--- src/rtl/mem_bus_arbiter_if.sv ---
// Shared-memory bus between the two cache controllers, the arbiter and memory.
// slave = arbiter view; master = requesters plus memory.
interface mem_bus_arbiter_if #(
  parameter int AW = 32,
  parameter int DW = 32
);
  logic          HRequestM;
  logic          HWriteM;
  logic [AW-1:0] HAddrM;
  logic [DW-1:0] HWDataM;
  logic          HRequestI;
  logic [AW-1:0] HAddrI;
  logic          MemReady;
  logic [DW-1:0] MemRData;
  logic          MemEn;
  logic          MemWE;
  logic [AW-1:0] MemAddr;
  logic [DW-1:0] MemWData;
  logic [DW-1:0] HRData;
  logic          BusReadyM;
  logic          BusReadyI;
  logic          GrantM;
  logic          GrantI;

  modport slave (
    input  HRequestM, HWriteM, HAddrM, HWDataM, HRequestI, HAddrI,
           MemReady, MemRData,
    output MemEn, MemWE, MemAddr, MemWData, HRData,
           BusReadyM, BusReadyI, GrantM, GrantI
  );

  modport master (
    output HRequestM, HWriteM, HAddrM, HWDataM, HRequestI, HAddrI,
           MemReady, MemRData,
    input  MemEn, MemWE, MemAddr, MemWData, HRData,
           BusReadyM, BusReadyI, GrantM, GrantI
  );
endinterface

--- src/rtl/mem_bus_arbiter.sv ---
// Two-master block-transfer arbiter onto one memory port: one IDLE cycle between
// blocks, ties broken against the previous owner, beats passed through combinationally.
module mem_bus_arbiter #(
  parameter int BEATS = 4,
  parameter int AW    = 32,
  parameter int DW    = 32
) (
  input  logic           clk,
  input  logic           reset,
  mem_bus_arbiter_if.slave bus
);
  localparam int CW = $clog2(BEATS);
  localparam logic [CW-1:0] LAST = CW'(BEATS - 1);

  typedef enum logic [1:0] {IDLE, OWN_M, OWN_I} state_e;

  state_e        state_q, state_d;
  logic [CW-1:0] cnt_q, cnt_d;
  logic          wr_q, wr_d;
  logic          last_q, last_d;   // 1 = data side owned the previous block

  logic          grant_m, grant_i, req, beat;
  logic [AW-1:0] addr_mux;
  logic [DW-1:0] wdata_mux;

  always_ff @(posedge clk or negedge reset) begin
    if (!reset) begin
      state_q <= IDLE;
      cnt_q   <= '0;
      wr_q    <= 1'b0;
      last_q  <= 1'b0;
    end else begin
      state_q <= state_d;
      cnt_q   <= cnt_d;
      wr_q    <= wr_d;
      last_q  <= last_d;
    end
  end

  always_comb begin
    state_d   = state_q;
    cnt_d     = cnt_q;
    wr_d      = wr_q;
    last_d    = last_q;
    grant_m   = 1'b0;
    grant_i   = 1'b0;
    req       = 1'b0;
    addr_mux  = '0;
    wdata_mux = '0;
    unique case (state_q)
      IDLE: begin
        cnt_d = '0;
        if (bus.HRequestM && (!bus.HRequestI || !last_q)) begin
          state_d = OWN_M;
          wr_d    = bus.HWriteM;
        end else if (bus.HRequestI) begin
          state_d = OWN_I;
          wr_d    = 1'b0;
        end
      end
      OWN_M: begin
        grant_m   = 1'b1;
        req       = bus.HRequestM;
        addr_mux  = bus.HAddrM;
        wdata_mux = bus.HWDataM;
      end
      OWN_I: begin
        grant_i  = 1'b1;
        req      = bus.HRequestI;
        addr_mux = bus.HAddrI;
      end
      default: state_d = IDLE;
    endcase

    beat = req & bus.MemReady;
    // A dropped request aborts the block without touching the fairness bit.
    if (state_q != IDLE) begin
      if (!req) begin
        state_d = IDLE;
        cnt_d   = '0;
      end else if (beat) begin
        cnt_d = cnt_q + 1'b1;
        if (cnt_q == LAST) begin
          state_d = IDLE;
          last_d  = grant_m;
        end
      end
    end
  end

  assign bus.GrantM    = grant_m;
  assign bus.GrantI    = grant_i;
  assign bus.MemEn     = req;
  assign bus.MemWE     = wr_q & req;
  assign bus.MemAddr   = addr_mux;
  assign bus.MemWData  = wdata_mux;
  assign bus.HRData    = bus.MemRData;
  assign bus.BusReadyM = grant_m & beat;
  assign bus.BusReadyI = grant_i & beat;
endmodule

--- src/flat_wrapper.sv ---
// flat-port wrapper written by rule: the top's interface ports become plain ports
module mem_bus_arbiter_flat 
#(
  parameter int BEATS = 4,
  parameter int AW    = 32,
  parameter int DW    = 32
)
  (clk, reset, bus_HRequestM, bus_HWriteM, bus_HAddrM, bus_HWDataM, bus_HRequestI, bus_HAddrI, bus_MemReady, bus_MemRData, bus_MemEn, bus_MemWE, bus_MemAddr, bus_MemWData, bus_HRData, bus_BusReadyM, bus_BusReadyI, bus_GrantM, bus_GrantI);
  mem_bus_arbiter_if #(.AW(AW), .DW(DW)) bus_i ();
  input  logic clk;
  input  logic reset;
  input wire logic [$bits(bus_i.HRequestM)-1:0] bus_HRequestM;
  input wire logic [$bits(bus_i.HWriteM)-1:0] bus_HWriteM;
  input wire logic [$bits(bus_i.HAddrM)-1:0] bus_HAddrM;
  input wire logic [$bits(bus_i.HWDataM)-1:0] bus_HWDataM;
  input wire logic [$bits(bus_i.HRequestI)-1:0] bus_HRequestI;
  input wire logic [$bits(bus_i.HAddrI)-1:0] bus_HAddrI;
  input wire logic [$bits(bus_i.MemReady)-1:0] bus_MemReady;
  input wire logic [$bits(bus_i.MemRData)-1:0] bus_MemRData;
  output wire logic [$bits(bus_i.MemEn)-1:0] bus_MemEn;
  output wire logic [$bits(bus_i.MemWE)-1:0] bus_MemWE;
  output wire logic [$bits(bus_i.MemAddr)-1:0] bus_MemAddr;
  output wire logic [$bits(bus_i.MemWData)-1:0] bus_MemWData;
  output wire logic [$bits(bus_i.HRData)-1:0] bus_HRData;
  output wire logic [$bits(bus_i.BusReadyM)-1:0] bus_BusReadyM;
  output wire logic [$bits(bus_i.BusReadyI)-1:0] bus_BusReadyI;
  output wire logic [$bits(bus_i.GrantM)-1:0] bus_GrantM;
  output wire logic [$bits(bus_i.GrantI)-1:0] bus_GrantI;
  assign bus_i.HRequestM = bus_HRequestM;
  assign bus_i.HWriteM = bus_HWriteM;
  assign bus_i.HAddrM = bus_HAddrM;
  assign bus_i.HWDataM = bus_HWDataM;
  assign bus_i.HRequestI = bus_HRequestI;
  assign bus_i.HAddrI = bus_HAddrI;
  assign bus_i.MemReady = bus_MemReady;
  assign bus_i.MemRData = bus_MemRData;
  assign bus_MemEn = bus_i.MemEn;
  assign bus_MemWE = bus_i.MemWE;
  assign bus_MemAddr = bus_i.MemAddr;
  assign bus_MemWData = bus_i.MemWData;
  assign bus_HRData = bus_i.HRData;
  assign bus_BusReadyM = bus_i.BusReadyM;
  assign bus_BusReadyI = bus_i.BusReadyI;
  assign bus_GrantM = bus_i.GrantM;
  assign bus_GrantI = bus_i.GrantI;
  mem_bus_arbiter #(.BEATS(BEATS), .AW(AW), .DW(DW)) u_core (.clk(clk), .reset(reset), .bus(bus_i));
endmodule
--- config.mk ---
export PLATFORM = sky130hd
export DESIGN_NAME = mem_bus_arbiter_flat
export DESIGN_NICKNAME = d
export VERILOG_FILES = /design/src/rtl/mem_bus_arbiter_if.sv /design/src/rtl/mem_bus_arbiter.sv /design/src/flat_wrapper.sv
export SDC_FILE = /design/constraint.sdc
export NUM_CORES = 1
export LEC_CHECK = 0
export BUFFER_PORTS_ARGS = -buffer_cell sky130_fd_sc_hd__buf_2
export CAP_MARGIN = 10
export CORE_AREA = 2 2 93 95
export CTS_CLUSTER_DIAMETER = 40
export DETAILED_ROUTE_END_ITERATION = 7
export DIE_AREA = 0 0 95 97
export SYNTH_ARGS = -nofsm -noshare
export SYNTH_HDL_FRONTEND = slang
export SYNTH_SLANG_ARGS = --single-unit
--- constraint.sdc ---
create_clock -name clk -period 1.75 [get_ports clk]
set_input_delay 0.175 -clock clk [delete_from_list [all_inputs] [get_ports clk]]
set_output_delay 0.175 -clock clk [all_outputs]
set_load 0.03 [all_outputs]
# Word-level counts from Yosys, hierarchy flattened
# Cells that the tools add are included.
totals:
  reg_bits: 6
  latchBits: 0
  ramBits: 0
  rom_bits: 0
  input_bits: 134
  out_inout_bits: 102
  elab_cells: 40
  memories: 0
op_classes:
  addsub: 1
  mul: 0
  div_mod_pow: 0
  n_lt_le_gt_ge: 0
  eq_ne: 3
  shift: 0
  mux: 18
  bitwise_logic: 4
  n_reduce_logical: 10
op_table:
  columns: ["cell", "count"]
  rows:
  - ["$pmux 32 s2", 1]
  - ["$mux 32", 1]
  - ["$mux 2", 10]
  - ["$and 1x1->1", 4]
  - ["$eq 2x2->1 const B", 2]
  - ["$mux 1", 4]
  - ["$pmux 2 s2", 1]
  - ["$reduce_and 4->1", 1]
  - ["$reduce_bool 2->1", 2]
  - ["$add 2x1->2 const B", 1]
  - ["$eq 2x1->1 const B", 1]
  - ["$logic_not 1->1", 2]
  - ["$logic_not 2->1", 1]
  - ["$pmux 1 s2", 1]
  - ["$reduce_and 2->1", 1]
  - ["$reduce_or 2->1", 1]
  - ["$logic_and 1x1->1", 1]
  - ["$logic_or 1x1->1", 1]

# Longest topological paths before layout
# Gate-level depths: netlist (run 1).
depth:
  ltp_word: 9
  mapped_depth: 7
  mapped_depth_nobuf: 6

# Worst setup path after synthesis (run 1)
# Ideal clock, no wire load.
synth_path:
  path_kind: "reg-to-output"
  start: "register u_core.state_q[1]"
  end: "output port bus_MemAddr[11]"
  arrival_ns: 1.867
  required_ns: 1.575
  setup_slack_ns: -0.292
  path_stages_with_launch: 7
  path_buffers: 2
  cell_sequence: "dfrtp_1 -> inv_1 -> ha_1 -> buf_2 -> buf_2 -> a22oi_1 -> nor2b_1"
synth_via:
  elab_chain_cells: 2
  elab_cells_between_ends: 3
synth_lines:
  columns: ["item", "line", "rtl"]
  rows:
  - ["start, declared", "mem_bus_arbiter.sv:17", "state_e state_q, state_d;"]
  - ["start signal, assigned", "mem_bus_arbiter.sv:33", "state_q <= state_d;"]
  - ["$eq 2x2->1 or $eq 2x1->1 (tied branches)", "mem_bus_arbiter.sv:50", "unique case (state_q)"]
  - ["$pmux 32 s2 *", "mem_bus_arbiter.sv:50", null]
  - ["end, declared", "flat_wrapper.sv:22", "output wire logic [$bits(bus_i.MemAddr)-1:0] bus_MemAddr;"]
# Every way passes the cells marked *; elsewhere a longest branch is shown, timed or not.

# Worst setup path after layout (run 1)
layout_path:
  start: "register u_core.state_q[0]"
  end: "output port bus_BusReadyI"
layout_via:
  elab_chain_cells: 4
  elab_cells_between_ends: 6
layout_lines:
  columns: ["item", "line", "rtl"]
  rows:
  - ["$eq 2x2->1 or $eq 2x1->1 (tied branches)", "mem_bus_arbiter.sv:50", null]
  - ["$pmux 1 s2", "mem_bus_arbiter.sv:50", null]
  - ["$and 1x1->1", "mem_bus_arbiter.sv:75", "beat = req & bus.MemReady;"]
  - ["$and 1x1->1 *", "mem_bus_arbiter.sv:99", "assign bus.BusReadyI = grant_i & beat;"]
  - ["end, declared", "flat_wrapper.sv:26", "output wire logic [$bits(bus_i.BusReadyI)-1:0] bus_BusReadyI;"]
# Marked as above.

==> metrics, run 1 <==
Crit Path Class reg -> out; core area around 8000 sq um; Max-Cap Viols 0; Final Hold Fails 0; VDD IR max about 540 uV; PD cells 1500 nW/um^2; Horiz. Die Dim between 90 and 100 um; fin crit period between 1500 and 2000 ps; multi-input combinational cell area around 1100 sq um; DP HPWL ~4400 um; starting density of the core between 10% and 20%; Synth warnings 0; Tcrit/Tclk final 102%; GP Congestion about 0.74; Finished Core Util around a third; Worst Path Arrival ~1600 ps; ratio of cells with drive above 1 in the final layout 77.2%; diode count 0; post-synthesis sequential area ratio between 10 and 15%; Synth Instances 184; syn nets 322; antenna violations before repair 0; post-DR wirelength/cell around 15 um; number of global-route vias before repair 1,790; placed cells 419; DIE AREA approximately 9200 sq um; HP Class in -> reg; Root Driver clkbuf_8; post-route ant nets 0; routed vias/inst 4.24; number of synthesized register bits 6; RSZ-0062 raised after global routing true; slack of the critical path -34.7 ps; grt ovf 0; Max Clock Freq 560 MHz; final slew viol count 0; Startpoint Class flop; IO Port Bufs around 170; total track usage a little under an eighth; Initial DRT Pass Iterations 4; CTS Buf Count 3; status complete, but fails checks; Non-Filler Instances ~430; synthesis-to-layout area growth 109%; Placement Cell Area about 2200 sq um; Ports 236; Worst slew margin 83.3%; Mapped Area around 1300 sq um; Setup violations, final 3; first-pass GRT wire length slightly below 9000 um; Final Skew 2.21 ps; clk slew on worst S/H paths 40 ps; DRC violations left 0; via count 1,840; final WL 6700 um; maximum number of pins on one net before global-route repair 34; CP endpoint kind primary output; Pleak 0.00135 uW; Req. time, crit path 1570 ps; worst skew pair latency ~220 ps; initial drt markers 52; die height approximately 97 um; Nets around 470; Yosys cell types 29; Synth Area per Inst 7.28 sq um; # fillers between 800 and 900; Clock Path Buffers 2; CTS tree done; worst-path maximum fanout 5; H-tree depth 1; Final Cell Area 2800 sq um; num rows 33; Worst-Margin Slew 251 ps; CTS sink count 6; failing checks setup timing; Reg area about 150 sq um
==> layout make-up <==
class                      instances  share of cell area, %
timing repair buffer             189                   48.7
multi-input combinational        127                   39.1
clock buffer                       3                   1.47
inverter                           4                  0.670
tap                              105                   4.69
sequential                         6                   5.41
==> cell usage in the layout, fill, tap and decap left out, types with 2 or more instances in the layout <==
cell	netlist	routed
dfrtp_1	6	5
clkbuf_16	0	2
ha_4	0	3
and2_4	0	5
buf_16	0	2
nor2b_2	0	32
nand3_1	3	3
nand2_1	3	3
clkbuf_8	0	3
inv_2	0	2
buf_12	0	2
and2_1	32	27
buf_8	0	3
and3_4	0	2
buf_6	0	28
nor3_1	2	2
buf_2	5	114
a22oi_2	0	14
buf_4	32	37
a22oi_1	32	18
==> sequential cells by signal, indices dropped and copies added (netlist names) <==
name / count
u_core.cnt_q: 2
u_core.state_q: 2
u_core.last_q: 1
u_core.wr_q: 1
==> where the power goes <==
group | switching (uW) | total, uW | internal [uW]
Sequential | 24.5 | 198 | 173
Combinational | 2040 | 3810 | 1770
Clock | 54.4 | 202 | 147
==> synthesized netlist by cell type, drive strengths merged <==
cell | instances | area [sq um]
and2 | 32 | 200
nand3 | 3 | 15.0
mux2i | 1 | 10.0
buf | 37 | 265
dfrtp | 6 | 150
nand4b | 1 | 8.76
o21a | 1 | 7.51
nand2 | 4 | 17.5
inv | 4 | 15.0
ha | 4 | 50.1
o22ai | 1 | 6.26
mux2 | 1 | 11.3
a21boi | 1 | 7.51
clkbuf | 10 | 37.5
nor3 | 2 | 10.0
a22oi | 32 | 240
nand2b | 1 | 6.26
a21oi | 1 | 5.00
xnor2 | 1 | 8.76
nor2 | 1 | 3.75
a31oi | 1 | 6.26
o221ai | 1 | 8.76
nand4 | 1 | 6.26
and3 | 2 | 12.5
o21ai | 1 | 5.00
nor2b | 33 | 206
a22o | 1 | 17.5
==> metrics by stage <==
| stage | hold slack [ps] | setup WS, ps | power, uW | setup TNS [ps] |
|---|---|---|---|---|
| after detailed placement | 6.31 | 27.7 | 3000 | 0 |
| after CTS | 232 | -40.0 | 3700 | -354 |
| after global routing | 255 | -102 | 4460 | -1610 |
| after floorplan | -121 | -66.6 | 2370 | -306 |
| final | 236 | -34.7 | 4210 | -72.5 |
| after global placement | 4.32 | 59.8 | 2970 | 0 |
==> path summary, 6_finish.rpt <==
check	start	to	slack, ps	cells after the start
worst max-delay path	u_core.state_q[0]	bus_BusReadyI	-30	6
worst min-delay path	bus_HWriteM	u_core.wr_q	240	3
worst max register to register	u_core.state_q[0]	u_core.last_q	230	4
worst min register to register	u_core.last_q	u_core.last_q	530	1
max in group asynchronous	reset	u_core.state_q[0]	1280	2
min in group asynchronous	reset	u_core.last_q	310	2
==> per-layer routing <==
metal	part of all wire, %	wire length [um]	GRT usage (%)
met1	38	2550	13.5
met2	54	3610	21.8
met3	6.3	421	1.48
met4	1.7	117	2.79
met5	0	0	0
==> critical path, stage by stage (launching register included) <==
cell        delay [ps]
dfrtp_2            430
ha_4               230
a22o_4             290
nand2_4             80
clkinvlp_4          80
and3_4             150
buf_6              130
==> kinds of logic after synthesis <==
| family | Yosys count | synth area share, % |
|---|---|---|
| and+or+nand+nor | 80 | 36.4 |
| AOI/OAI and AO/OA | 40 | 22.7 |
| DFF | 6 | 11.2 |
| xor gates and xnor gates | 1 | 0.654 |
| muxes | 2 | 1.59 |
| buffers and inverters | 51 | 23.7 |
| adders and majority gates | 4 | 3.74 |
==> repair_timing <==
action                                 4_1_cts  5_1_grt
hold buffers                                 1        0
pin swaps                                    2        0
gates resized for setup                     43      110
setup endpoints to repair                   68       68
buffers inserted                             3        3
cloned                                       2        3
endpoints found under the hold margin        6        0
Power figures use the tool's default switching activity.
==> run 2, diff against run 1 <==
--- a/config.mk
+++ b/config.mk
@@ -12,4 +12,5 @@
 export DETAILED_ROUTE_END_ITERATION = 7
 export DIE_AREA = 0 0 95 97
+export REMOVE_ABC_BUFFERS = 1
 export SYNTH_ARGS = -nofsm -noshare
 export SYNTH_HDL_FRONTEND = slang
==> constraint.sdc (replaced) <==
create_clock -name clk -period 1.75 [get_ports clk]
set_input_delay 0.35 -clock clk [delete_from_list [all_inputs] [get_ports clk]]
set_output_delay 0.35 -clock clk [all_outputs]
set_load 0.03 [all_outputs]
==> run 2 against run 1 <==
  * The flow still finishes with violations (setup timing)
  * Global-route usage up 3.0 points
  * Die area is the same
  * Combinational power is 4% lower
  * Non-clock buffer count decreased by 2
  * Sequential power about the same
  * Critical endpoint is now bus_BusReadyM
==> metrics, run 2 (synthesis results as in run 1) <==
status complete, but fails checks; failing checks setup timing; maximum number of pins on one net before global-route repair 27; grt peak-use layer met2; final slew viol count 0; Final Hold Fails 0; Largest regs u_core.cnt_q x2, u_core.state_q x2; Ports approximately 240; fin crit period ~1900 ps; DIE AREA about 9000 sq um; met3 usage under 10%; Req. time, crit path 1400 ps; Non-Filler Instances about 430; clk slew on worst S/H paths about 30 ps; Worst slew margin between 80% and 90%; post-route ant nets 0; r2r startpoint u_core.state_q[0]; DP HPWL about 5500 um; DRC violations left 0; core area roughly 8100 sq um; ratio of cells with drive above 1 in the final layout between 60% and 70%; starting density of the core around 16%; die height 97 um; Initial DRT Pass Iterations 4; Startpoint Class flop; CTS Buf Count 3; hold_sp bus_HRequestI; post-DR wirelength/cell roughly 17 um; Horiz. Die Dim between 90 and 100 um; CTS tree done; diode count 0; CTS sink count 6; final WL between 7000 and 8000 um; routed vias/inst 4.39; met1 Track Usage GR between 10% and 20%; Worst-Margin Slew about 210 ps; grt ovf 0; worst reg2reg setup slack between 100 and 150 ps; PD cells approximately 1500 nW/um^2; CP endpoint kind primary output; Setup violations, final 53; Worst Path Arrival ~1600 ps; first-pass GRT wire length 10,300 um; most frequent cells in the layout 103 x buf_2, 41 x buf_6, 34 x buf_4; GP Congestion approximately 0.7; initial drt markers 39; synthesis-to-layout area growth 106%; RSZ-0062 raised after global routing true; slack of the critical path -189 ps; via count between 1,500 and 2,000; Final Skew 1.27 ps; IO Port Bufs 171; commonest non-fill, non-tap cell in the layout buf_2; worst-path maximum fanout 3; Worst Setup SP u_core.state_q[0]; VDD IR max roughly 500 uV; GR Util met2 24.3%; Max-Cap Viols 0; Tcrit/Tclk final 111%; number of global-route vias before repair 1,913; H-tree depth 1; Clock Path Buffers 2; antenna violations before repair 0; total track usage about 15%; Crit Path Class reg -> out; num rows 33; worst skew pair latency ~220 ps; Nets between 400 and 500; Root Driver clkbuf_8; Finished Core Util 33.9%; Max Clock Freq just over 500 MHz; HP Class in -> reg; placed cells ~420; Pleak 0.00134 uW
run 2: cell count changes in the layout (fill, tap and decap cells not counted), sizes merged:
cell,before,now
clkbuf,5,3
clkinvlp,1,0
inv,3,4
run 2: path summary, 6_finish.rpt:
check / cells past startpoint / to
max: 7 / bus_BusReadyM
min: 2 / u_core.wr_q
max reg2reg: 6 / u_core.last_q
min reg2reg: 1 / u_core.last_q
max in group asynchronous: 2 / u_core.state_q[1]
min in group asynchronous: 2 / u_core.last_q
run 2: critical path, stage by stage, from the launching register on:
cell     delay (ps)
dfrtp_1         380
buf_4           150
ha_4            180
a22o_4          260
nand2_4          70
inv_2            40
and3_4          170
buf_6           130
run 2: report_power, final:
group | switching (uW) | leakage, uW | internal [uW] | total (uW)
logic | 1930 | 0.00124 | 1710 | 3640
registers | 24.5 | 0.0000785 | 173 | 197
clock network | 54.6 | 0.0000216 | 147 | 202
total | 2010 | 0.00134 | 2030 | 4030
run 2: metrics by stage:
step	total power [uW]	setup TNS [ps]	area [sq um]	hold slack, ps	setup slack [ps]
2_1_floorplan	1990	-65540	1040	54.4	-1330
3_3_place_gp	3010	-1.18	2160	179	-1.18
3_5_place_dp	3040	-169	2160	180	-26.8
4_1_cts	3850	-8620	2630	434	-201
5_1_grt	4300	-11860	2760	459	-257
6_report	4030	-7180	2760	435	-189
run 2: final cells by class:
type,instances,area [sq um]
multi-input combinational,127,1010
inverter,4,17.5
timing repair buffer,187,1410
tap,105,131
fill,850,5370
sequential,6,151
clock buffer,3,41.3
run 2: what timing repair did:
item                                    4_1_cts  5_1_grt
pin swaps                                     3        1
endpoints found under the hold margin         6        0
cloned                                        1        0
endpoints found under the setup margin       70       70
gates resized for setup                     117       34
setup buffers                                 3        1
hold buffers                                  1        0
run 2: metal layers:
metal / wire [um] / vias to the layer above
met2: 3450 / 154
li1: - / 883
met4: 0 / 0
met1: 2610 / 861
met5: 0 / -
met3: 1180 / 0
